[config.mk]
export PLATFORM = sky130hd
export DESIGN_NAME = multicycle_ctrl
export DESIGN_NICKNAME = d
export VERILOG_FILES = /design/src/rtl/mips_ctrl_pkg.sv /design/src/rtl/mc_out_dec.sv /design/src/rtl/multicycle_ctrl.sv
export SDC_FILE = /design/constraint.sdc
export NUM_CORES = 1
export LEC_CHECK = 0
export BUFFER_PORTS_ARGS = -buffer_cell sky130_fd_sc_hd__buf_2
export CORE_MARGIN = 4
export CORE_UTILIZATION = 51
export CTS_CLUSTER_SIZE = 8
export DETAILED_ROUTE_END_ITERATION = 10
export GPL_TIMING_DRIVEN = 0
export PLACE_DENSITY = 0.89
export SLEW_MARGIN = 30
export SYNTH_ARGS = -nofsm -noshare
export SYNTH_HDL_FRONTEND = slang
export SYNTH_HIERARCHICAL = 1
export SYNTH_SLANG_ARGS = --single-unit
[constraint.sdc]
create_clock -name clk -period 1.7 [get_ports clk]
set_input_delay 0.085 -clock clk [delete_from_list [all_inputs] [get_ports clk]]
set_output_delay 0.085 -clock clk [all_outputs]
set_load 0.005 [all_outputs]
[src/rtl/mips_ctrl_pkg.sv]
// Shared constants and types for the multicycle MIPS control FSM.
package mips_ctrl_pkg;

  localparam logic [5:0] OP_RTYPE = 6'b000000;
  localparam logic [5:0] OP_LW    = 6'b100011;
  localparam logic [5:0] OP_SW    = 6'b101011;
  localparam logic [5:0] OP_BEQ   = 6'b000100;
  localparam logic [5:0] OP_ADDI  = 6'b001000;
  localparam logic [5:0] OP_J     = 6'b000010;

  localparam logic [1:0] ALUOP_ADD   = 2'b00;
  localparam logic [1:0] ALUOP_SUB   = 2'b01;
  localparam logic [1:0] ALUOP_FUNCT = 2'b10;

  localparam logic [1:0] ALUSRCB_B      = 2'b00;
  localparam logic [1:0] ALUSRCB_FOUR   = 2'b01;
  localparam logic [1:0] ALUSRCB_IMM    = 2'b10;
  localparam logic [1:0] ALUSRCB_IMM_SH = 2'b11;

  localparam logic [1:0] PCSRC_ALU    = 2'b00;
  localparam logic [1:0] PCSRC_ALUOUT = 2'b01;
  localparam logic [1:0] PCSRC_JUMP   = 2'b10;

  typedef enum logic [3:0] {
    S_FETCH  = 4'd0,
    S_DECODE = 4'd1,
    S_MEMADR = 4'd2,
    S_MEMRD  = 4'd3,
    S_MEMWB  = 4'd4,
    S_MEMWR  = 4'd5,
    S_EXEC   = 4'd6,
    S_ALUWB  = 4'd7,
    S_BEQ    = 4'd8,
    S_ADDIEX = 4'd9,
    S_ADDIWB = 4'd10,
    S_JUMP   = 4'd11
  } state_t;

  typedef struct packed {
    logic       mem_req;
    logic       iord;
    logic       memwrite;
    logic       irwrite;
    logic       pcwrite;
    logic       branch;
    logic [1:0] pcsrc;
    logic       alusrca;
    logic [1:0] alusrcb;
    logic [1:0] aluop;
    logic       regwrite;
    logic       regdst;
    logic       memtoreg;
    logic       instr_done;
  } ctrl_t;

endpackage

[src/rtl/mc_out_dec.sv]
// Pure state -> control word decode. Memory-completion qualification is applied
// by the top level; here those bits are raised for the whole state.
module mc_out_dec
  import mips_ctrl_pkg::*;
(
  input  state_t state,
  output ctrl_t  ctrl
);

  always_comb begin
    ctrl = '0;
    case (state)
      S_FETCH: begin
        ctrl.mem_req = 1'b1;
        ctrl.alusrcb = ALUSRCB_FOUR;
        ctrl.irwrite = 1'b1;
        ctrl.pcwrite = 1'b1;
      end
      S_DECODE: ctrl.alusrcb = ALUSRCB_IMM_SH;
      S_MEMADR, S_ADDIEX: begin
        ctrl.alusrca = 1'b1;
        ctrl.alusrcb = ALUSRCB_IMM;
      end
      S_MEMRD: begin
        ctrl.mem_req = 1'b1;
        ctrl.iord    = 1'b1;
      end
      S_MEMWB: begin
        ctrl.regwrite   = 1'b1;
        ctrl.memtoreg   = 1'b1;
        ctrl.instr_done = 1'b1;
      end
      S_MEMWR: begin
        ctrl.mem_req    = 1'b1;
        ctrl.iord       = 1'b1;
        ctrl.memwrite   = 1'b1;
        ctrl.instr_done = 1'b1;
      end
      S_EXEC: begin
        ctrl.alusrca = 1'b1;
        ctrl.alusrcb = ALUSRCB_B;
        ctrl.aluop   = ALUOP_FUNCT;
      end
      S_ALUWB: begin
        ctrl.regwrite   = 1'b1;
        ctrl.regdst     = 1'b1;
        ctrl.instr_done = 1'b1;
      end
      S_BEQ: begin
        ctrl.alusrca    = 1'b1;
        ctrl.alusrcb    = ALUSRCB_B;
        ctrl.aluop      = ALUOP_SUB;
        ctrl.branch     = 1'b1;
        ctrl.pcsrc      = PCSRC_ALUOUT;
        ctrl.instr_done = 1'b1;
      end
      S_ADDIWB: begin
        ctrl.regwrite   = 1'b1;
        ctrl.instr_done = 1'b1;
      end
      S_JUMP: begin
        ctrl.pcwrite    = 1'b1;
        ctrl.pcsrc      = PCSRC_JUMP;
        ctrl.instr_done = 1'b1;
      end
      default: ctrl = '0;
    endcase
  end

endmodule

[src/rtl/multicycle_ctrl.sv]
// Multicycle MIPS control FSM: state register, sequencing, memory handshake
// and timeout supervision around the mc_out_dec control-word decoder.
module multicycle_ctrl
  import mips_ctrl_pkg::*;
#(
  parameter int MEM_TIMEOUT = 16,
  parameter int TO_W        = 5
) (
  input  logic       clk,
  input  logic       rst_n,
  input  logic [5:0] op,
  input  logic       mem_ready,
  output logic       mem_req,
  output logic       iord,
  output logic       memwrite,
  output logic       irwrite,
  output logic       pcwrite,
  output logic       branch,
  output logic [1:0] pcsrc,
  output logic       alusrca,
  output logic [1:0] alusrcb,
  output logic [1:0] aluop,
  output logic       regwrite,
  output logic       regdst,
  output logic       memtoreg,
  output logic       instr_done,
  output logic       bus_err
);

  localparam logic [TO_W-1:0] TO_LAST = TO_W'((MEM_TIMEOUT > 0) ? MEM_TIMEOUT - 1 : 0);

  state_t          state;
  ctrl_t           raw;
  logic [TO_W-1:0] to_cnt;
  logic            waiting;
  logic            mem_done;
  logic            timeout_hit;
  logic            decode_nop;

  mc_out_dec u_dec (
    .state (state),
    .ctrl  (raw)
  );

  assign waiting     = raw.mem_req & ~mem_ready;
  assign mem_done    = ~raw.mem_req | mem_ready;
  assign timeout_hit = (MEM_TIMEOUT != 0) && waiting && (to_cnt == TO_LAST);
  assign decode_nop  = (state == S_DECODE) &&
                       !(op inside {OP_RTYPE, OP_LW, OP_SW, OP_BEQ, OP_ADDI, OP_J});

  // A waiting request never changes state except through a timeout, so clearing
  // on !waiting also covers every state change.
  always_ff @(posedge clk or negedge rst_n) begin
    if (!rst_n) begin
      state   <= S_FETCH;
      to_cnt  <= '0;
      bus_err <= 1'b0;
    end else begin
      case (state)
        S_FETCH:  if (mem_ready) state <= S_DECODE;
        S_DECODE: begin
          case (op)
            OP_LW, OP_SW: state <= S_MEMADR;
            OP_RTYPE:     state <= S_EXEC;
            OP_BEQ:       state <= S_BEQ;
            OP_ADDI:      state <= S_ADDIEX;
            OP_J:         state <= S_JUMP;
            default:      state <= S_FETCH;
          endcase
        end
        S_MEMADR: begin
          if (op == OP_LW)      state <= S_MEMRD;
          else if (op == OP_SW) state <= S_MEMWR;
          else                  state <= S_FETCH;
        end
        S_MEMRD:  if (mem_ready) state <= S_MEMWB;
        S_MEMWR:  if (mem_ready) state <= S_FETCH;
        S_EXEC:   state <= S_ALUWB;
        S_ADDIEX: state <= S_ADDIWB;
        default:  state <= S_FETCH;
      endcase

      if (timeout_hit) begin
        state   <= S_FETCH;
        bus_err <= 1'b1;
      end

      if (timeout_hit || !waiting) to_cnt <= '0;
      else                         to_cnt <= to_cnt + 1'b1;
    end
  end

  assign mem_req    = raw.mem_req;
  assign iord       = raw.iord;
  assign memwrite   = raw.memwrite & ~timeout_hit;
  assign irwrite    = raw.irwrite & mem_ready;
  assign pcwrite    = raw.pcwrite & mem_done;
  assign branch     = raw.branch;
  assign pcsrc      = raw.pcsrc;
  assign alusrca    = raw.alusrca;
  assign alusrcb    = raw.alusrcb;
  assign aluop      = raw.aluop;
  assign regwrite   = raw.regwrite;
  assign regdst     = raw.regdst;
  assign memtoreg   = raw.memtoreg;
  assign instr_done = (raw.instr_done & mem_done) | decode_nop;

endmodule

==> flow_metrics.env, run 1 <==
export IMPL_criticalPathCategory="flop to flop"
export IMPL_place_ws_ns=0.009486
export IMPL_ir_worst_vdd_mv=0.8652
export IMPL_async_flop_share_pct=100.0
export IMPL_n_antenna_cell=0
export IMPL_final_nets=179
export IMPL_ant_nets=0
export IMPL_worst_pin_slew_ns=0.4423
export IMPL_leakagePower_nw=0.6770
export IMPL_core_area_um2=1727
export IMPL_syn_avg_cell_area_um2=7.820
export IMPL_seq_area_frac_synth_pct=26.67
export IMPL_drt_iter0_drc=51
export IMPL_synth_warnings=6
export IMPL_setup_viol=0
export IMPL_maxCapViolCount=0
export IMPL_antenna_found_initial=0
export IMPL_cts_tree="built"
export IMPL_gp_congestion=0.9076
export IMPL_synthFlopType="dfrtp_1"
export IMPL_ff2ff_setup_slack_ns=0.01
export IMPL_synthCells=120
export IMPL_rsz0062_at_grt="yes"
export IMPL_hp_class="input port to async pin"
export IMPL_cts_max_path_buffers=2
export IMPL_hold_violations=0
export IMPL_grt_max_degree=11
export IMPL_start_util_pct=54.35
export IMPL_relSlewSlack_pct=70.24
export IMPL_critPathRequiredTime_ns=1.88
export IMPL_cp_max_fo=4
export IMPL_wl_mm=2.941
export IMPL_stdcell_area_um2=1399
export IMPL_placed_area_um2=1100
export IMPL_power_density_nw_per_um2=1088
export IMPL_start_kind="flop"
export IMPL_vias=1131
export IMPL_ys_types=46
export IMPL_finalCritPeriodShare_pct=99.31
export IMPL_grt_usage_pct=18.91
export IMPL_clock_skew_ns=0.003008
export IMPL_grt_pass1_vias=905
export IMPL_synth_edff_count=0
export IMPL_syn_area_um2=938.4
export IMPL_syn_nets=131
export IMPL_vias_per_cell=5.891
export IMPL_numPortBuffers=26
export IMPL_die_h_um=50.90
export IMPL_ios=27
export IMPL_setup_slack_ns=0.01166
export IMPL_tns_ns=0
export IMPL_worstPathCellList="buf_6 > nand2b_4 > a31o_4 > buf_4 > a211oi_2 > nand2_2 > o22ai_2"
export IMPL_synth_seq_cells=10
export IMPL_rows=15
export IMPL_endpoint_kind="flop"
export IMPL_drive_gt1_share_pct=45.51
export IMPL_cts_clk_slew_worst_paths_ns=0.07
export IMPL_clock_sinks=10
export IMPL_grt_overflow=0
export IMPL_crit_arrival_ns=1.87
export IMPL_route_detailed_drc=0
export IMPL_dp_hpwl_mm=1.733
export IMPL_final_core_util_pct=81.01
export IMPL_syn_to_final_growth_pct=49.07
export IMPL_die_area_um2=2590
export IMPL_cts_buffers=3
export IMPL_clock_latency_ns=0.27
export IMPL_worst_path_max_delay_cell="dfrtp_2"
export IMPL_clockRootBuffer="clkbuf_4"
export IMPL_status="complete, no violations"
export IMPL_fin_crit_ns=1.688
export IMPL_slowest_delay_ns=0.46
export IMPL_total_power_mw=1.522
export IMPL_grt_pass1_wl_mm=3.891
export IMPL_fp_dieW_um=50.90
export IMPL_first_pass_iters=5
export IMPL_fill_cells=112
export IMPL_max_freq_mhz=592.3
export IMPL_drt_wirelength_per_cell_um=15.32
export IMPL_slew_violations=0
export IMPL_ctsHtreeMaxLevel=1
## critical path, delay by kind of cell, from the launching register on
kind,cells,cell delay (ns)
compound gates,3,0.62
flops,1,0.46
buf+inv,2,0.28
simple gates,2,0.25
## registers in the layout (all words and copies together), names as in the netlist
register,cells
state,4
to_cnt,5
bus_err,1
## where the power goes
group	internal (mW)	switching [mW]	total, mW	leakage (nW)
clock	0.130	0.0866	0.217	0.0210
sequential	0.276	0.0497	0.326	0.132
combinational	0.536	0.443	0.980	0.524
total	0.943	0.580	1.52	0.677
## cells in the final DEF (no fill, tap or decap), drive strengths merged, types with 4 or more instances in the layout
master  instances
nor3            5
o21ai           6
and3            4
dfrtp          10
buf            50
a21oi           4
nand2           7
o22ai           4
and2            4
inv             6
clkbuf          5
nand2b         10
nor2           14
## layer usage
metal	track usage [%]	wire [um]
met5	0	0
met4	7.623	51
met3	0.8746	194
met1	22.94	1167
met2	34.78	1528
## path summary, 6_finish.rpt
path	from	endpoint	depth (start not counted)
max	state[2]$_DFFE_PN0P_	state[1]$_DFFE_PN0P_	7
min	rst_n	state[1]$_DFFE_PN0P_	2
max reg2reg	state[2]$_DFFE_PN0P_	state[1]$_DFFE_PN0P_	7
min reg2reg	to_cnt[0]$_DFF_PN0_	to_cnt[0]$_DFF_PN0_	1
max in group asynchronous	rst_n	state[3]$_DFFE_PN0P_	2
min in group clk	op[4]	state[3]$_DFFE_PN0P_	3
## synthesized netlist by cell type (2+ instances only)
library cell,instances,area (um2)
a21o_1,2,15.01
a21oi_1,4,20.02
and2_1,4,25.02
and3_1,2,12.51
buf_2,7,35.03
dfrtp_1,10,250.2
ha_1,2,25.02
inv_1,6,22.52
nand2_1,7,26.28
nand2b_1,10,62.56
nand3_1,2,10.01
nor2_1,14,52.55
nor2b_1,3,18.77
nor3_1,5,25.02
nor4_1,2,12.51
o21ai_0,5,25.02
o22ai_1,3,18.77
xnor2_1,2,17.52
xor2_1,3,26.28
## kinds of logic after synthesis
kind of cell    Yosys count  synth area share, %
flops                    10                26.67
fa+ha+maj                 2                2.666
simple gates             62                38.27
compound gates           26                19.60
xor+xnor                  5                4.668
buf+inv                  15                8.133
## repair_timing
action	CTS	global route
hold endpoints to repair	10	0
endpoints found under the setup margin	4	10
pin swaps	3	8
cloned	0	1
hold buffers	1	0
resized for setup	10	19
setup buffers	4	11
## through the flow
stage                     hold slack (ns)  std cells
after floorplan                   -0.2106        120
after global placement           -0.05739        171
after detailed placement         -0.04836        171
after CTS                          0.1985        180
after global routing               0.2262        192
final                              0.2007        192
## layout make-up
| class | count | area (um2) | area share [%] |
|---|---|---|---|
| clock buffer | 4 | 36.28 | 2.594 |
| buffer | 9 | 76.32 | 5.456 |
| sequential | 10 | 254.0 | 18.16 |
| multi-input combinational | 95 | 686.9 | 49.11 |
| inverter | 6 | 22.52 | 1.610 |
| tap | 25 | 31.28 | 2.236 |
| timing repair buffer | 43 | 291.5 | 20.84 |
Power figures use the tool's default switching activity.
==> inputs of run 2 (changes only) <==
Settings changed: CELL_PAD_IN_SITES_DETAIL_PLACEMENT from default to 0, CELL_PAD_IN_SITES_GLOBAL_PLACEMENT from default to 2, CORE_UTILIZATION 51 to 28, PLACE_DENSITY 0.89 to 0.87.
==> run 2 against run 1 <==
The flow now finishes with violations (negative setup slack); worst hold slack improved by 0.010 ns; worst setup slack worse by 0.073 ns; highest routed layer unchanged; sequential cell count is the same; register-to-register slack got worse by 0.02 ns; clock skew is 0.0045 ns higher; global-route usage shrank 6.5 points; non-clock buffer count is 1 lower; critical path depth grew 1; fmax is 4.1% lower.
==> flow_metrics.env, run 2 (synthesis gave the netlist of run 1 again) <==
export IMPL_status="finished, violations left"
export IMPL_failed_checks="negative setup slack"
export IMPL_start_util_pct=30.00
export IMPL_die_area_um2=4341
export IMPL_largest_reg_flops=5
export IMPL_rsz0062_at_grt="yes"
export IMPL_first_pass_iters=4
export IMPL_vias=1026
export IMPL_netSwitchingFraction_pct=38.65
export IMPL_drt_wirelength_per_cell_um=12.62
export IMPL_worst_pin_slew_ns=0.4768
export IMPL_criticalPathCategory="flop to output pin"
export IMPL_leakagePower_nw=0.6652
export IMPL_syn_to_final_growth_pct=50.27
export IMPL_relSlewSlack_pct=67.92
export IMPL_layout_commonest_cell="buf_2"
export IMPL_p_sw_uw=531.4
export IMPL_ios=27
export IMPL_setup_viol=4
export IMPL_layout_common_cells="29 x buf_2, 15 x buf_4, 13 x nor2_1"
export IMPL_clock_sinks=10
export IMPL_p_int_uw=843.5
export IMPL_n_antenna_cell=0
export IMPL_hold_violations=0
export IMPL_start_kind="flop"
export IMPL_grt_usage_pct=12.44
export IMPL_ir_worst_vdd_mv=0.5433
export IMPL_power_frac_comb_pct=65.4
export IMPL_core_area_um2=3128
export IMPL_rows=20
export IMPL_cp_max_fo=4
export IMPL_final_nets=178
export IMPL_grt_pass1_wl_mm=4.347
export IMPL_ctsHtreeMaxLevel=1
export IMPL_crit_arrival_ns=1.68
export IMPL_setup_slack_ns=-0.06103
export IMPL_numPortBuffers=26
export IMPL_die_h_um=65.89
export IMPL_finalCritPeriodShare_pct=103.6
export IMPL_grt_overflow=0
export IMPL_clock_latency_ns=0.26
export IMPL_ant_nets=0
export IMPL_antenna_found_initial=0
export IMPL_hp_class="input port to async pin"
export IMPL_tns_ns=-0.1490
export IMPL_route_detailed_drc=0
export IMPL_reg_largest_list="to_cnt: 5 flops, state: 4 flops, bus_err: 1 flops"
export IMPL_grt_pass1_vias=961
export IMPL_endpoint_kind="output pin"
export IMPL_max_freq_mhz=567.8
export IMPL_slew_violations=0
export IMPL_cts_buffers=3
export IMPL_cts_max_path_buffers=2
export IMPL_maxCapViolCount=0
export IMPL_place_ws_ns=-0.1046
export IMPL_drt_iter0_drc=41
export IMPL_vias_per_cell=4.909
export IMPL_power_density_nw_per_um2=975.0
export IMPL_top_register="to_cnt"
export IMPL_gp_congestion=0.8118
export IMPL_dp_hpwl_mm=1.832
export IMPL_fin_crit_ns=1.761
export IMPL_cts_tree="built"
export IMPL_wl_mm=2.637
export IMPL_clockRootBuffer="clkbuf_4"
export IMPL_clock_skew_ns=0.007489
export IMPL_fp_dieW_um=65.89
export IMPL_critPathRequiredTime_ns=1.62
export IMPL_grt_max_degree=11
export IMPL_cts_clk_slew_worst_paths_ns=0.07
export IMPL_power_frac_seq_pct=22.9
export IMPL_clkPwrFrac_pct=11.6
export IMPL_fill_cells=325
export IMPL_drive_gt1_share_pct=47.27
run 2: layer usage:
layer | up-vias | track usage, % | routed length, um
li1 | 516 | - | -
met1 | 486 | 16.92 | 1201
met2 | 22 | 19.65 | 1298
met5 | - | 0 | 0
met4 | 0 | 3.109 | 21
met3 | 2 | 2.891 | 116
run 2: critical path: stages (launching register included):
cell and delay (ns):
dfrtp_1 0.43, buf_6 0.15, nand2b_4 0.13, a31o_4 0.25
buf_4 0.14, nand2b_4 0.07, nand2_2 0.05, o21ai_1 0.07
buf_2 0.12
run 2: worst paths after layout:
| check | slack [ns] | endpoint | depth (start not counted) | startpoint |
|---|---|---|---|---|
| setup / recovery | -0.06 | instr_done | 8 | state[2]$_DFFE_PN0P_ |
| hold / removal | 0.21 | state[2]$_DFFE_PN0P_ | 2 | rst_n |
| setup reg to reg | -0.01 | state[0]$_DFFE_PN0P_ | 8 | state[2]$_DFFE_PN0P_ |
| hold reg to reg | 0.47 | bus_err$_DFFE_PN0P_ | 1 | bus_err$_DFFE_PN0P_ |
| max in group asynchronous | 1.27 | state[3]$_DFFE_PN0P_ | 2 | rst_n |
| min in group clk | 0.26 | state[3]$_DFFE_PN0P_ | 3 | op[4] |
run 2: area by class of cell:
class	instances	area [um2]	share of cell area, %
multi-input combinational	95	721.9	51.20
timing repair buffer	42	266.5	18.90
sequential	10	252.7	17.92
buffer	9	68.82	4.880
tap	44	55.05	3.904
clock buffer	3	22.52	1.597
inverter	6	22.52	1.597
run 2: power groups by stage:
stage | Clock, mW | Combinational [mW] | Sequential (mW)
finish | 0.160 | 0.899 | 0.315
global route | 0.180 | 0.987 | 0.323
CTS | 0.166 | 0.698 | 0.325
detailed placement | 0 | 0.605 | 0.322
global placement | 0 | 0.596 | 0.319
floorplan | 0 | 0.426 | 0.309
run 2: through the flow:
| stage | power, mW | std cells | area, um2 | util [%] | hold slack (ns) |
|---|---|---|---|---|---|
| after floorplan | 0.7350 | 120 | 938.4 | - | -0.2106 |
| after global placement | 0.9158 | 190 | 1124 | 35.92 | -0.05052 |
| after detailed placement | 0.9267 | 190 | 1124 | 35.92 | -0.04177 |
| after CTS | 1.189 | 203 | 1282 | 41.00 | 0.2056 |
| after global routing | 1.489 | 209 | 1410 | 45.08 | 0.2331 |
| final | 1.375 | 209 | 1410 | 45.08 | 0.2111 |
run 2: what timing repair did:
action / in CTS / in global routing
pin swaps: 8 / 7
hold buffers: 1 / 0
gates resized for setup: 14 / 19
setup buffers: 9 / 6
setup endpoints to repair: 6 / 8
cloned: 0 / 0
endpoints found under the hold margin: 10 / 0
==> inputs of run 3 (changes only) <==
Settings changed: CORE_UTILIZATION 28 to 30, PLACE_DENSITY 0.87 to 0.92.
Clock period 1.7 ns to 2.2 ns, I/O delays scaled along.
==> run 3 against run 2 <==
The run now ends clean; final cell count fell by 6.7%; wire length fell by 16%; non-clock buffer count fell by 15; die area fell by 5.9%; combinational power fell by 48%; via count fell by 10%.
==> flow_metrics.env, run 3 (synthesis gave the netlist of run 1 again) <==
export IMPL_worstPathCellList="buf_6 > buf_2 > nor2_1 > a31o_2 > nand3b_1 > and2_1 > buf_2"
export IMPL_ir_worst_vdd_mv=0.3982
export IMPL_cts_clk_slew_worst_paths_ns=0.07
export IMPL_clock_latency_ns=0.27
export IMPL_place_ws_ns=0.4378
export IMPL_crit_arrival_ns=1.78
export IMPL_r2r_end="state[0]$_DFFE_PN0P_"
export IMPL_gp_congestion=0.7606
export IMPL_slowest_delay_ns=0.39
export IMPL_slew_violations=0
export IMPL_cts_tree="built"
export IMPL_layout_common_cells="33 x buf_2, 14 x nor2_1, 10 x nand2b_1, 10 x dfrtp_1, 7 x nand2_1"
export IMPL_reg2reg_depth=7
export IMPL_grt_usage_pct=10.96
export IMPL_start_kind="flop"
export IMPL_core_area_um2=3028
export IMPL_worst_pin_slew_ns=0.4152
export IMPL_die_h_um=63.93
export IMPL_grt_pass1_wl_mm=3.657
export IMPL_power_density_nw_per_um2=746.8
export IMPL_grt_overflow=0
export IMPL_critPathRequiredTime_ns=2.09
export IMPL_largest_reg_flops=5
export IMPL_endpoint_kind="output pin"
export IMPL_maxCapViolCount=0
export IMPL_n_antenna_cell=0
export IMPL_clockRootBuffer="clkbuf_4"
export IMPL_clock_sinks=10
export IMPL_worst_path_max_delay_cell="dfrtp_1"
export IMPL_relSlewSlack_pct=71.96
export IMPL_status="complete, no violations"
export IMPL_fp_dieW_um=63.93
export IMPL_finalCritPeriodShare_pct=86.07
export IMPL_ctsHtreeMaxLevel=1
export IMPL_numPortBuffers=26
export IMPL_reg_largest_list="to_cnt: 5 flops, state: 4 flops, bus_err: 1 flops"
export IMPL_r2r_start="state[3]$_DFFE_PN0P_"
export IMPL_rsz0062_at_grt="no"
export IMPL_ant_nets=0
export IMPL_cts_setup_buffers=0
export IMPL_first_pass_iters=4
export IMPL_cts_resized=0
export IMPL_setup_slack_ns=0.3064
export IMPL_clock_skew_ns=0.002437
export IMPL_die_area_um2=4087
export IMPL_route_detailed_drc=0
export IMPL_hold_violations=0
export IMPL_drt_iter0_drc=19
export IMPL_hold_worst_slack_ns=0.2255
export IMPL_dpl_cell_count=190
export IMPL_fin_crit_ns=1.894
export IMPL_hp_class="input port to async pin"
export IMPL_criticalPathCategory="flop to output pin"
export IMPL_dp_hpwl_mm=1.735
export IMPL_start_util_pct=30.99
export IMPL_crit_path_frequent_cell="buf_2"
export IMPL_antenna_found_initial=0
export IMPL_cts_hold_buf=1
export IMPL_ff2ff_setup_slack_ns=0.44
export IMPL_cts_buffers=3
export IMPL_layout_commonest_cell="buf_2"
export IMPL_drive_gt1_share_pct=31.13
export IMPL_tns_ns=0
export IMPL_vias_per_cell=4.723
export IMPL_leakagePower_nw=0.5702
export IMPL_cts_max_path_buffers=2
export IMPL_rows=20
export IMPL_setup_viol=0
export IMPL_cp_max_fo=10
export IMPL_max_freq_mhz=528.1
export IMPL_top_register="to_cnt"
export IMPL_syn_to_final_growth_pct=24.67
export IMPL_finalNonFillerCells=195
export IMPL_final_core_util_pct=38.64
export IMPL_vias=921
export IMPL_grt_pass1_vias=846
export IMPL_grt_max_degree=11
export IMPL_drt_wirelength_per_cell_um=11.42
export IMPL_ios=27
export IMPL_final_nets=163
export IMPL_wl_mm=2.226
-- run 3: power by group --
part / switching [mW] / internal [mW]
registers: 0.0330 / 0.211
logic: 0.245 / 0.220
clock network: 0.0641 / 0.101
-- run 3: critical path: cells and delay by family, from the launching register on --
kind                   cells  cell delay, ns
AND/OR/NAND/NOR            3            0.50
buffers and inverters      3            0.43
AO/OA/AOI/OAI              1            0.20
flip-flops                 1            0.39
-- run 3: cell type report --
| type | instances | area [um2] |
|---|---|---|
| inverter | 6 | 22.52 |
| tap | 44 | 55.05 |
| sequential | 10 | 250.2 |
| multi-input combinational | 95 | 611.8 |
| timing repair buffer | 27 | 140.1 |
| buffer | 9 | 53.80 |
| fill | 332 | 1858 |
| clock buffer | 4 | 36.28 |
-- run 3: worst max-delay path by stage --
stage / start / to / slack [ns] / depth (start not counted)
floorplan: state[1]$_DFFE_PN0P_ / state[0]$_DFFE_PN0P_ / 0.69 / 8
finish: state[1]$_DFFE_PN0P_ / memwrite / 0.31 / 7
global placement: state[3]$_DFFE_PN0P_ / state[2]$_DFFE_PN0P_ / 0.44 / 6
global route: state[1]$_DFFE_PN0P_ / memwrite / 0.20 / 7
CTS: state[1]$_DFFE_PN0P_ / memwrite / 0.29 / 7
detailed placement: state[3]$_DFFE_PN0P_ / state[0]$_DFFE_PN0P_ / 0.44 / 7
-- run 3: metal layers --
metal,global-route usage (%),up-vias,part of all wire [%]
met5,0,-,0
met3,2.285,5,5.0
li1,-,486,-
met2,18.71,19,46
met4,4.043,0,1.2
met1,13.41,411,47
-- run 3: per-stage QoR --
stage,cell area (um2),power [mW]
floorplan,938.4,0.5680
global placement,1124,0.7054
detailed placement,1124,0.7164
CTS,1170,0.8851
finish,1170,0.8737
global route,1170,0.9440
